==> src/rtl/note_lane_pkg.sv <==
// rtl/note_lane_pkg.sv - shared constants, state encoding and chart entry type for the note-lane sequencer
package note_lane_pkg;

    localparam int NUM_SLOTS = 10;
    localparam int CELL_W    = 7;
    localparam int OFFSET_W  = 3;

    localparam logic [OFFSET_W-1:0] OFFSET_MAX       = OFFSET_W'(CELL_W - 1);
    localparam logic [OFFSET_W-1:0] JUDGE_MAX_OFFSET = OFFSET_W'(3);

    typedef enum logic [1:0] {
        IDLE,
        RUN,
        DRAIN,
        DONE
    } state_t;

    typedef struct packed {
        logic red;
        logic blue;
        logic last;
    } chart_entry_t;

    // Slot NUM_SLOTS-1 is the entry edge; the caller passes the surviving upper slots only.
    function automatic logic [NUM_SLOTS-1:0] shift_in(input logic [NUM_SLOTS-2:0] upper,
                                                      input logic              bit_in);
        return {bit_in, upper};
    endfunction

endpackage

==> src/rtl/note_scroll_ctrl_if.sv <==
// rtl/note_scroll_ctrl_if.sv - chart entry valid/ready stream between chart source and sequencer
interface note_scroll_ctrl_if;
    import note_lane_pkg::*;

    logic chart_valid;
    logic chart_red;
    logic chart_blue;
    logic chart_last;
    logic chart_ready;

    modport master (
        output chart_valid,
        output chart_red,
        output chart_blue,
        output chart_last,
        input  chart_ready
    );

    modport slave (
        input  chart_valid,
        input  chart_red,
        input  chart_blue,
        input  chart_last,
        output chart_ready
    );

endinterface

==> src/rtl/note_scroll_ctrl_scroll_tick_gen.sv <==
// rtl/note_scroll_ctrl_scroll_tick_gen.sv - TICK_DIV prescaler and 0..6 sub-cell offset with wrap detection
module scroll_tick_gen
    import note_lane_pkg::*;
#(
    parameter int TICK_DIV = 1000000
) (
    input  logic                clk,
    input  logic                rst,
    input  logic                clear,
    input  logic                active,
    input  logic                enable,
    output logic                tick,
    output logic                shift_tick,
    output logic [OFFSET_W-1:0] offset
);

    localparam int              CNT_W   = (TICK_DIV > 1) ? $clog2(TICK_DIV) : 1;
    localparam logic [CNT_W-1:0] CNT_MAX = CNT_W'(TICK_DIV - 1);

    logic [CNT_W-1:0]    cnt_q, cnt_d;
    logic [OFFSET_W-1:0] offset_q, offset_d;
    logic                run_en;

    always_comb begin
        run_en     = active & enable;
        tick       = run_en & (cnt_q == CNT_MAX);
        shift_tick = tick & (offset_q == OFFSET_MAX);
        cnt_d      = cnt_q;
        offset_d   = offset_q;
        if (clear) begin
            cnt_d    = '0;
            offset_d = '0;
        end else if (tick) begin
            cnt_d    = '0;
            offset_d = shift_tick ? '0 : offset_q + 1'b1;
        end else if (run_en) begin
            cnt_d = cnt_q + 1'b1;
        end
    end

    always_ff @(posedge clk) begin
        if (rst) begin
            cnt_q    <= '0;
            offset_q <= '0;
        end else begin
            cnt_q    <= cnt_d;
            offset_q <= offset_d;
        end
    end

    assign offset = offset_q;

endmodule

==> src/rtl/note_scroll_ctrl.sv <==
// rtl/note_scroll_ctrl.sv - note-lane sequencer: pulls chart entries, scrolls 10-slot red/blue windows
// Optional hit/miss judging on slot 0 is built when NOTE_JUDGE_EN is defined.
module note_scroll_ctrl
    import note_lane_pkg::*;
#(
    parameter int TICK_DIV = 1000000,
    parameter int UFLOW_W  = 8
) (
    input  logic                 clk,
    input  logic                 rst,
    input  logic                 start,
    input  logic                 enable,
    note_scroll_ctrl_if.slave    chart,
    output logic [NUM_SLOTS-1:0] red_notes,
    output logic [NUM_SLOTS-1:0] blue_notes,
    output logic [OFFSET_W-1:0]  offset,
    output logic                 step_strobe,
    output logic                 busy,
    output logic                 done,
    output logic [UFLOW_W-1:0]   uflow_cnt
`ifdef NOTE_JUDGE_EN
    ,
    input  logic                 hit_red,
    input  logic                 hit_blue,
    output logic                 hit_pulse,
    output logic                 miss_pulse
`endif
);

    state_t               state_q;
    logic                 done_q, step_q;
    logic [NUM_SLOTS-1:0] red_q, red_d, blue_q, blue_d;
    logic [UFLOW_W-1:0]   uflow_q, uflow_d;
    logic [OFFSET_W-1:0]  offset_w;
    logic                 launch, active, tick, shift_tick, accept, drain_empty;
    logic                 red_hit, blue_hit;
    chart_entry_t         entry;

    assign launch = start & ((state_q == IDLE) | (state_q == DONE));
    assign active = (state_q == RUN) | (state_q == DRAIN);
    assign entry  = '{red: chart.chart_red, blue: chart.chart_blue, last: chart.chart_last};

    // Never consume an entry while reset is held, even if the state register still says RUN.
    assign chart.chart_ready = ~rst & (state_q == RUN) & shift_tick;
    assign accept            = chart.chart_ready & chart.chart_valid;
    assign drain_empty       = (red_q[NUM_SLOTS-1:1] == '0) && (blue_q[NUM_SLOTS-1:1] == '0);

    scroll_tick_gen #(
        .TICK_DIV (TICK_DIV)
    ) u_tick (
        .clk        (clk),
        .rst        (rst),
        .clear      (launch),
        .active     (active),
        .enable     (enable),
        .tick       (tick),
        .shift_tick (shift_tick),
        .offset     (offset_w)
    );

`ifdef NOTE_JUDGE_EN
    logic judge_open, hit_q, hit_d, miss_q, miss_d;

    assign judge_open = (offset_w <= JUDGE_MAX_OFFSET);
    assign red_hit    = hit_red & red_q[0] & judge_open;
    assign blue_hit   = hit_blue & blue_q[0] & judge_open;

    always_comb begin
        hit_d  = red_hit | blue_hit;
        miss_d = shift_tick & ((red_q[0] & ~red_hit) | (blue_q[0] & ~blue_hit));
    end

    always_ff @(posedge clk) begin
        if (rst) begin
            hit_q  <= 1'b0;
            miss_q <= 1'b0;
        end else begin
            hit_q  <= hit_d;
            miss_q <= miss_d;
        end
    end

    assign hit_pulse  = hit_q;
    assign miss_pulse = miss_q;
`else
    assign red_hit  = 1'b0;
    assign blue_hit = 1'b0;
`endif

    // Red wins a cell that is marked both colours; bit 0 falls off the exit edge on every shift.
    always_comb begin
        red_d   = red_q;
        blue_d  = blue_q;
        uflow_d = uflow_q;
        if (launch) begin
            red_d   = '0;
            blue_d  = '0;
            uflow_d = '0;
        end else if (shift_tick) begin
            red_d  = shift_in(red_q[NUM_SLOTS-1:1], accept & entry.red);
            blue_d = shift_in(blue_q[NUM_SLOTS-1:1], accept & entry.blue & ~entry.red);
            if ((state_q == RUN) && !chart.chart_valid && (uflow_q != '1)) begin
                uflow_d = uflow_q + 1'b1;
            end
        end else begin
            red_d[0]  = red_q[0] & ~red_hit;
            blue_d[0] = blue_q[0] & ~blue_hit;
        end
    end

    always_ff @(posedge clk) begin
        if (rst) begin
            red_q   <= '0;
            blue_q  <= '0;
            uflow_q <= '0;
            step_q  <= 1'b0;
        end else begin
            red_q   <= red_d;
            blue_q  <= blue_d;
            uflow_q <= uflow_d;
            step_q  <= tick;
        end
    end

    always_ff @(posedge clk) begin
        if (rst) begin
            state_q <= IDLE;
            done_q  <= 1'b0;
        end else begin
            done_q <= 1'b0;
            case (state_q)
                IDLE, DONE: begin
                    if (start) begin
                        state_q <= RUN;
                    end
                end
                RUN: begin
                    if (accept && entry.last) begin
                        state_q <= DRAIN;
                    end
                end
                DRAIN: begin
                    if (shift_tick && drain_empty) begin
                        state_q <= DONE;
                        done_q  <= 1'b1;
                    end
                end
                default: state_q <= IDLE;
            endcase
        end
    end

    assign red_notes   = red_q;
    assign blue_notes  = blue_q;
    assign offset      = offset_w;
    assign step_strobe = step_q;
    assign busy        = active;
    assign done        = done_q;
    assign uflow_cnt   = uflow_q;

endmodule

==> src/flat_wrapper.sv <==
// flat-port wrapper written by rule: the top's interface ports become plain ports
module note_scroll_ctrl_flat import note_lane_pkg::*;
#(
    parameter int TICK_DIV = 1000000,
    parameter int UFLOW_W  = 8
)
  (clk, rst, start, enable, red_notes, blue_notes, offset, step_strobe, busy, done, uflow_cnt, chart_chart_valid, chart_chart_red, chart_chart_blue, chart_chart_last, chart_chart_ready);
  note_scroll_ctrl_if chart_i ();
  input  logic clk;
  input  logic rst;
  input  logic start;
  input  logic enable;
  output logic [NUM_SLOTS-1:0] red_notes;
  output logic [NUM_SLOTS-1:0] blue_notes;
  output logic [OFFSET_W-1:0] offset;
  output logic step_strobe;
  output logic busy;
  output logic done;
  output logic [UFLOW_W-1:0] uflow_cnt;
  input wire logic [$bits(chart_i.chart_valid)-1:0] chart_chart_valid;
  input wire logic [$bits(chart_i.chart_red)-1:0] chart_chart_red;
  input wire logic [$bits(chart_i.chart_blue)-1:0] chart_chart_blue;
  input wire logic [$bits(chart_i.chart_last)-1:0] chart_chart_last;
  output wire logic [$bits(chart_i.chart_ready)-1:0] chart_chart_ready;
  assign chart_i.chart_valid = chart_chart_valid;
  assign chart_i.chart_red = chart_chart_red;
  assign chart_i.chart_blue = chart_chart_blue;
  assign chart_i.chart_last = chart_chart_last;
  assign chart_chart_ready = chart_i.chart_ready;
  note_scroll_ctrl #(.TICK_DIV(TICK_DIV), .UFLOW_W(UFLOW_W)) u_core (.clk(clk), .rst(rst), .start(start), .enable(enable), .chart(chart_i), .red_notes(red_notes), .blue_notes(blue_notes), .offset(offset), .step_strobe(step_strobe), .busy(busy), .done(done), .uflow_cnt(uflow_cnt));
endmodule
==> config.mk <==
export PLATFORM = sky130hd
export DESIGN_NAME = note_scroll_ctrl_flat
export DESIGN_NICKNAME = d
export VERILOG_FILES = /design/src/rtl/note_lane_pkg.sv /design/src/rtl/note_scroll_ctrl_if.sv /design/src/rtl/note_scroll_ctrl_scroll_tick_gen.sv /design/src/rtl/note_scroll_ctrl.sv /design/src/flat_wrapper.sv
export SDC_FILE = /design/constraint.sdc
export NUM_CORES = 1
export LEC_CHECK = 0
export CORE_UTILIZATION = 55
export CTS_BUF_LIST = sky130_fd_sc_hd__clkbuf_8
export DETAILED_ROUTE_END_ITERATION = 7
export GPL_TIMING_DRIVEN = 0
export PLACE_DENSITY = 0.82
export SETUP_SLACK_MARGIN = 0.15
export SLEW_MARGIN = 15
export SYNTH_ARGS = -nofsm -noshare
export SYNTH_HDL_FRONTEND = slang
export SYNTH_HIERARCHICAL = 1
export SYNTH_SLANG_ARGS = --single-unit
export TNS_END_PERCENT = 1
==> constraint.sdc <==
create_clock -name clk -period 3.4 [get_ports clk]
set_input_delay 0.85 -clock clk [delete_from_list [all_inputs] [get_ports clk]]
set_output_delay 0.85 -clock clk [all_outputs]
set_load 0.01 [all_outputs]
==> impl_metrics.py, run 1 <==
metrics = {
    "timing": {
        "hold_viol": 0,
        "finalClockSkew_ns": 0.007436,
        "worst_pin_slew_ns": 0.7354,
        "finalWorstPathRequiredPeriod_ns": 3.242,
        "fmax_ghz": 0.3085,
        "rsz0062_at_grt": "true",
        "period_share_pct": 95.35,
        "slew_viol_final": 0,
        "slew-limit-headroom_pct": 50.97,
        "finalSetupViolCount": 0,
    },
    "logic_synthesis": {
        "synth_nets": 298,
        "syn_area_sq_mm": 0.002522,
        "postSynth.asyncResetShare_pct": 0,
        "postSynthAreaPerCell_sq_um": 8.882,
        "yosys.cell_count.top_type": "dfxtp_1",
        "seq_area_frac_synth_pct": 43.65,
        "synth_top_cell_area_share_pct": 43.65,
        "ys_warn_count": 6,
        "ys.flop_type": "dfxtp_1",
        "ys_top_cells_by_area": "dfxtp_1 44%, mux2i_1 7.9%, nor2_1 6.7%",
        "yosys.area.top_type": "dfxtp_1",
        "ys_seq_elements": 55,
        "synth_common_cells": "55 x dfxtp_1, 45 x nor2_1, 20 x mux2i_1",
        "synthCells": 284,
        "synth_cell_types": 45,
        "synth_edf_count": 0,
    },
    "floorplanning": {
        "dieArea_sq_mm": 0.004861,
        "fp.dieH_microns": 69.72,
        "initial_core_util_pct": 57.53,
        "die_w_microns": 69.72,
        "core_area_sq_mm": 0.004384,
        "rows": 24,
        "ios": 43,
    },
    "detailed_routing": {
        "vias_per_cell": 5.832,
        "wirelength_microns": 6121,
        "drtIter0Drc": 141,
        "ant_nets": 0,
        "drc": 0,
        "vias": 2356,
        "dr.pass1.iters": 4,
        "wl_per_cell_microns": 15.15,
    },
    "power_and_ir_drop": {
        "p_leak_nw": 1.130,
        "ir_worst_vdd_mv": 0.4002,
        "seq_power_share_pct": 49.6,
        "power_frac_clock_pct": 30.9,
        "power.switching_uw": 361.4,
        "cell_internal_pwr_uw": 989.0,
        "sw_frac_of_total_pct": 26.76,
        "power_density_mw_per_mm2": 409.3,
        "p_comb_share_pct": 19.4,
    },
    "layout": {
        "fill_cells": 315,
        "multi_input_area_sq_mm": 0.001365,
        "fin_area_sq_mm": 0.003299,
        "syn2layout_area_growth_pct": 30.80,
        "layout.nets": 366,
        "seq_area_sq_mm": 0.001104,
        "stdcell_count": 404,
        "num_antenna_cells": 0,
        "drive_gt1_share_pct": 15.34,
    },
    "place": {
        "gp_congestion": 0.8324,
        "dpl.hpwl_microns": 3860,
        "dp.cells": 378,
        "placed_area_sq_mm": 0.003008,
        "io_buffers": 42,
    },
    "worst_setup_path": {
        "r2r_slack_ns": 0.16,
        "end_kind": "flop",
        "critical_path_arrival_ns": 3.49,
        "start_kind": "flop",
        "worst-setup-path-type": "reg2reg",
        "crit_required_ns": 3.64,
        "cp_max_fo": 4,
    },
    "grt": {
        "grt_pass1_vias": 2045,
        "grt_pass1_wl_microns": 9432,
        "grt_max_degree": 16,
        "overflow": 0,
        "antenna_found_initial": 0,
        "grtUsageTotal_pct": 24.23,
    },
    "clock_network": {
        "cts_buffer_depth": 2,
        "cts-buffers-inserted": 5,
        "cts_num_sinks": 55,
        "cts_tree": "yes",
        "worstSkewPairLatency_ns": 0.31,
        "root_buffer": "clkbuf_8",
        "h-tree-depth": 2,
        "path_clk_slew_ns": 0.09,
    },
    "run": {
        "cap_violations": 0,
    },
    "status": {
        "outcome": "complete, no violations",
    },
    "worst_hold_path": {
        "hold_path_class": "reg2reg",
    },
}
-- layout by cell type (no fill, tap or decap), types with 3 or more instances in the layout --
master / synthesis / final
nand4_1: 7 / 7
nand3_1: 14 / 14
and4_1: 3 / 3
clkdlybuf4s50_1: 0 / 40
o31ai_1: 5 / 5
xor2_1: 7 / 7
buf_2: 6 / 7
clkbuf_8: 0 / 5
ha_1: 6 / 5
nand2_1: 12 / 12
clkbuf_1: 3 / 3
dfxtp_1: 55 / 53
or4_1: 4 / 4
o21ai_0: 6 / 6
nor3_1: 5 / 5
xnor2_1: 10 / 10
a21oi_1: 16 / 16
nor2_1: 45 / 42
mux2i_1: 20 / 20
inv_1: 10 / 9
or3_1: 4 / 4
nor4_1: 8 / 8
buf_4: 2 / 22
or2_2: 5 / 4
-- worst max-delay path: stages (launching register included) --
cell and delay (ns):
dfxtp_2 0.34, inv_2 0.05, ha_4 0.23, inv_4 0.06
nand4_1 0.10, buf_4 0.15, buf_4 0.12, buf_4 0.12
buf_4 0.12, buf_4 0.12, buf_4 0.12, buf_4 0.12
buf_4 0.12, buf_4 0.12, buf_4 0.13, buf_6 0.11
or3_4 0.40, or4_1 0.51, a21oi_1 0.15
-- repair_timing --
item	4_1_cts	5_1_grt
pin swaps	3	9
gates cloned	0	0
buffers inserted	12	7
hold buffers	0	0
endpoints found under the setup margin	12	13
gates resized for setup	13	13
hold endpoints to repair	0	0
-- final cells by class --
cell class,count,area share [%]
Sequential cell,55,33.45
Timing Repair Buffer,61,16.95
Tap cell,52,1.972
Multi-Input combinational cell,207,41.37
Buffer,12,1.934
Clock inverter,2,1.024
Clock buffer,5,2.086
Inverter,10,1.214
-- cell families after synthesis --
group | Yosys count | synth area share (%)
compound gates | 39 | 9.772
xor+xnor | 17 | 5.903
fa+ha+maj | 6 | 2.976
buf+inv | 22 | 3.869
flops | 55 | 43.65
mux | 20 | 7.936
simple gates | 125 | 25.89
-- state kept, by name, indices dropped and copies added (netlist names) --
register,count
u_core/u_tick/offset,3
u_core/state_q,2
u_core/u_tick/cnt_q,20
u_core/red_notes,10
u_core/step_strobe,1
u_core/blue_notes,10
u_core/uflow_cnt,8
u_core/done,1
-- through the flow --
step / TNS, ns / utilization (%) / hold WS (ns) / power [mW] / setup slack, ns
after floorplan: 0 / - / 0.4474 / 0.8110 / 0.5016
after global placement: -2.071 / 68.61 / 0.4612 / 0.8688 / -0.7333
after detailed placement: -3.333 / 68.61 / 0.4685 / 0.8735 / -0.8063
after CTS: 0 / 73.63 / 0.4807 / 1.314 / 0.1481
after global routing: 0 / 75.26 / 0.5062 / 1.403 / 0.08384
final: 0 / 75.26 / 0.4787 / 1.350 / 0.1582
-- power by group through the flow --
| stage | logic, mW | registers [mW] | clock network, mW |
|---|---|---|---|
| 6_report | 0.262 | 0.670 | 0.418 |
| 5_1_grt | 0.280 | 0.672 | 0.452 |
| 4_1_cts | 0.224 | 0.667 | 0.422 |
| 3_5_place_dp | 0.193 | 0.681 | 0 |
| 3_3_place_gp | 0.189 | 0.680 | 0 |
| 2_1_floorplan | 0.132 | 0.679 | 0 |
-- final timing paths --
path,start,end,cells after the start
max reg2reg,u_core/state_q[0],u_core/u_tick/cnt_q[18],18
min reg2reg,u_core/u_tick/cnt_q[1],u_core/u_tick/cnt_q[1],2
max,u_core/state_q[0],u_core/u_tick/cnt_q[18],18
min,u_core/u_tick/cnt_q[1],u_core/u_tick/cnt_q[1],2
-- metal layers --
metal	global-route usage (%)	vias to the layer above	share of wire (%)
li1	-	1144	-
met1	31.68	1127	44
met2	39.16	76	48
met3	4.506	9	5.7
met4	10.44	0	1.8
met5	0	-	0
(Power assumes the default switching activity.)
==> run 2: changes to the inputs <==
--- a/config.mk
+++ b/config.mk
@@ -7,10 +7,12 @@
 export LEC_CHECK = 0
 export CORE_UTILIZATION = 55
 export CTS_BUF_LIST = sky130_fd_sc_hd__clkbuf_8
+export CTS_CLUSTER_DIAMETER = 100
 export DETAILED_ROUTE_END_ITERATION = 7
 export GPL_TIMING_DRIVEN = 0
 export PLACE_DENSITY = 0.82
 export SETUP_SLACK_MARGIN = 0.15
+export SKIP_CTS_REPAIR_TIMING = 1
 export SLEW_MARGIN = 15
 export SYNTH_ARGS = -nofsm -noshare
 export SYNTH_HDL_FRONTEND = slang
==> impl_metrics.py, run 2 (synthesis results as in run 1) <==
metrics = {
    "status": {
        "outcome": "complete, no violations",
    },
    "detailed_routing": {
        "wirelength_microns": 5400,
        "vias": 2211,
        "drc": 0,
        "vias_per_cell": 5.684,
        "ant_nets": 0,
        "wl_per_cell_microns": 13.88,
        "dr.pass1.iters": 4,
        "drtIter0Drc": 96,
    },
    "worst_hold_path": {
        "hold_path_class": "reg2reg",
        "whs_path_depth": 2,
    },
    "timing": {
        "worst_pin_slew_ns": 0.7427,
        "slew_viol_final": 0,
        "finalSetupViolCount": 0,
        "fmax_ghz": 0.3182,
        "period_share_pct": 92.44,
        "rsz0062_at_grt": "false",
        "hold_viol": 0,
        "finalWorstPathRequiredPeriod_ns": 3.143,
        "finalClockSkew_ns": 0.008546,
        "hold_slack_ns": 0.4756,
        "slew-limit-headroom_pct": 50.49,
        "tns_ns": 0,
    },
    "grt": {
        "grt_pass1_vias": 2009,
        "grt_pass1_wl_microns": 9004,
        "antenna_found_initial": 0,
        "overflow": 0,
        "grt_max_degree": 16,
        "grtUsageTotal_pct": 22.87,
    },
    "worst_setup_path": {
        "cp_common_cell": "buf_6",
        "end_kind": "primary output",
        "crit_family": "simple AND/OR/NAND/NOR gates",
        "worstRegToRegCells": 13,
        "slowest_delay_ns": 0.34,
        "crit_cells": 12,
        "cp_max_fo": 7,
        "start_kind": "flop",
        "critPathSlowestCell": "dfxtp_2",
        "crit_buf_inv": 5,
        "critical_path_arrival_ns": 2.29,
        "crit_chain": "inv_2 -> ha_4 -> inv_4 -> nand4_1 -> buf_6 -> or2_4 -> nor2_4 -> and3_4 -> buf_6 -> nand2_2 -> nor2_2 -> buf_2",
        "crit_required_ns": 2.55,
        "worst-setup-path-type": "reg2out",
    },
    "place": {
        "dp.cells": 378,
        "io_buffers": 42,
        "gp_congestion": 0.8324,
        "dpl.hpwl_microns": 3860,
    },
    "floorplanning": {
        "dieArea_sq_mm": 0.004861,
        "core_area_sq_mm": 0.004384,
        "initial_core_util_pct": 57.53,
        "ios": 43,
        "rows": 24,
        "die_w_microns": 69.72,
        "fp.dieH_microns": 69.72,
    },
    "layout": {
        "stdcell_count": 389,
        "syn2layout_area_growth_pct": 26.14,
        "largest_reg_flops": 20,
        "num_antenna_cells": 0,
        "drive_gt1_share_pct": 10.68,
        "final_common_cell": "dfxtp_1",
        "top_register": "u_core/u_tick/cnt_q",
        "layout.nets": 351,
        "final_cell_mix": "54 x dfxtp_1, 43 x nor2_1, 40 x clkdlybuf4s50_1",
    },
    "power_and_ir_drop": {
        "ir_worst_vdd_mv": 0.3954,
        "power_mw": 1.322,
        "power_density_mw_per_mm2": 415.6,
        "p_leak_nw": 1.072,
    },
    "clock_network": {
        "cts_num_sinks": 55,
        "path_clk_slew_ns": 0.09,
        "worstSkewPairLatency_ns": 0.31,
        "cts_buffer_depth": 2,
        "root_buffer": "clkbuf_8",
        "h-tree-depth": 2,
        "cts-buffers-inserted": 5,
        "cts_tree": "yes",
    },
    "run": {
        "cap_violations": 0,
    },
}
==> run 2: cell count changes in the layout (fill, tap and decap cells not counted), sizes merged <==
cell          before  now
buf               30   14
dlymetal6s2s       0    1
==> run 2: routing by layer <==
metal  vias up  share of wire (%)  track usage [%]
li1       1115                  -                -
met1      1053                 48            29.72
met2        36                 47            37.43
met3         7                3.6            4.506
met4         0                1.3            8.889
met5         -                  0                0
==> run 2: power breakdown <==
group	switching, mW	internal [mW]	total (mW)	leakage, nW
Combinational	0.134	0.105	0.238	0.573
Clock	0.201	0.213	0.415	0.0554
Sequential	0.0116	0.658	0.670	0.444
Total	0.347	0.976	1.32	1.07
==> run 2: area by class of cell <==
class / count / area (sq um)
Sequential cell: 55 / 1102
Buffer: 12 / 63.81
Inverter: 10 / 40.04
Fill cell: 347 / 1202
Timing Repair Buffer: 46 / 451.7
Clock buffer: 5 / 68.82
Tap cell: 52 / 65.06
Clock inverter: 2 / 33.78
Multi-Input combinational cell: 207 / 1356
==> run 2: stage by stage <==
stage | setup slack [ns] | instance area (sq um) | utilization, %
2_1_floorplan | 0.5016 | 2522 | -
3_3_place_gp | -0.7333 | 3008 | 68.61
3_5_place_dp | -0.8063 | 3008 | 68.61
4_1_cts | -0.8167 | 3110 | 70.95
5_1_grt | 0.1429 | 3182 | 72.57
6_report | 0.2570 | 3182 | 72.57
==> run 2: final timing paths <==
path / from / to / slack (ns)
worst max-delay path: u_core/state_q[0] / chart_chart_ready / 0.26
worst min-delay path: u_core/u_tick/cnt_q[1] / u_core/u_tick/cnt_q[1] / 0.48
worst max register to register: u_core/state_q[0] / u_core/state_q[1] / 0.71
worst min register to register: u_core/u_tick/cnt_q[1] / u_core/u_tick/cnt_q[1] / 0.48
==> run 2: tightest hold or removal path, cell delays in order (launching register included) <==
cell     delay (ns)
dfxtp_1        0.33
nand2_1        0.05
a21oi_1        0.05
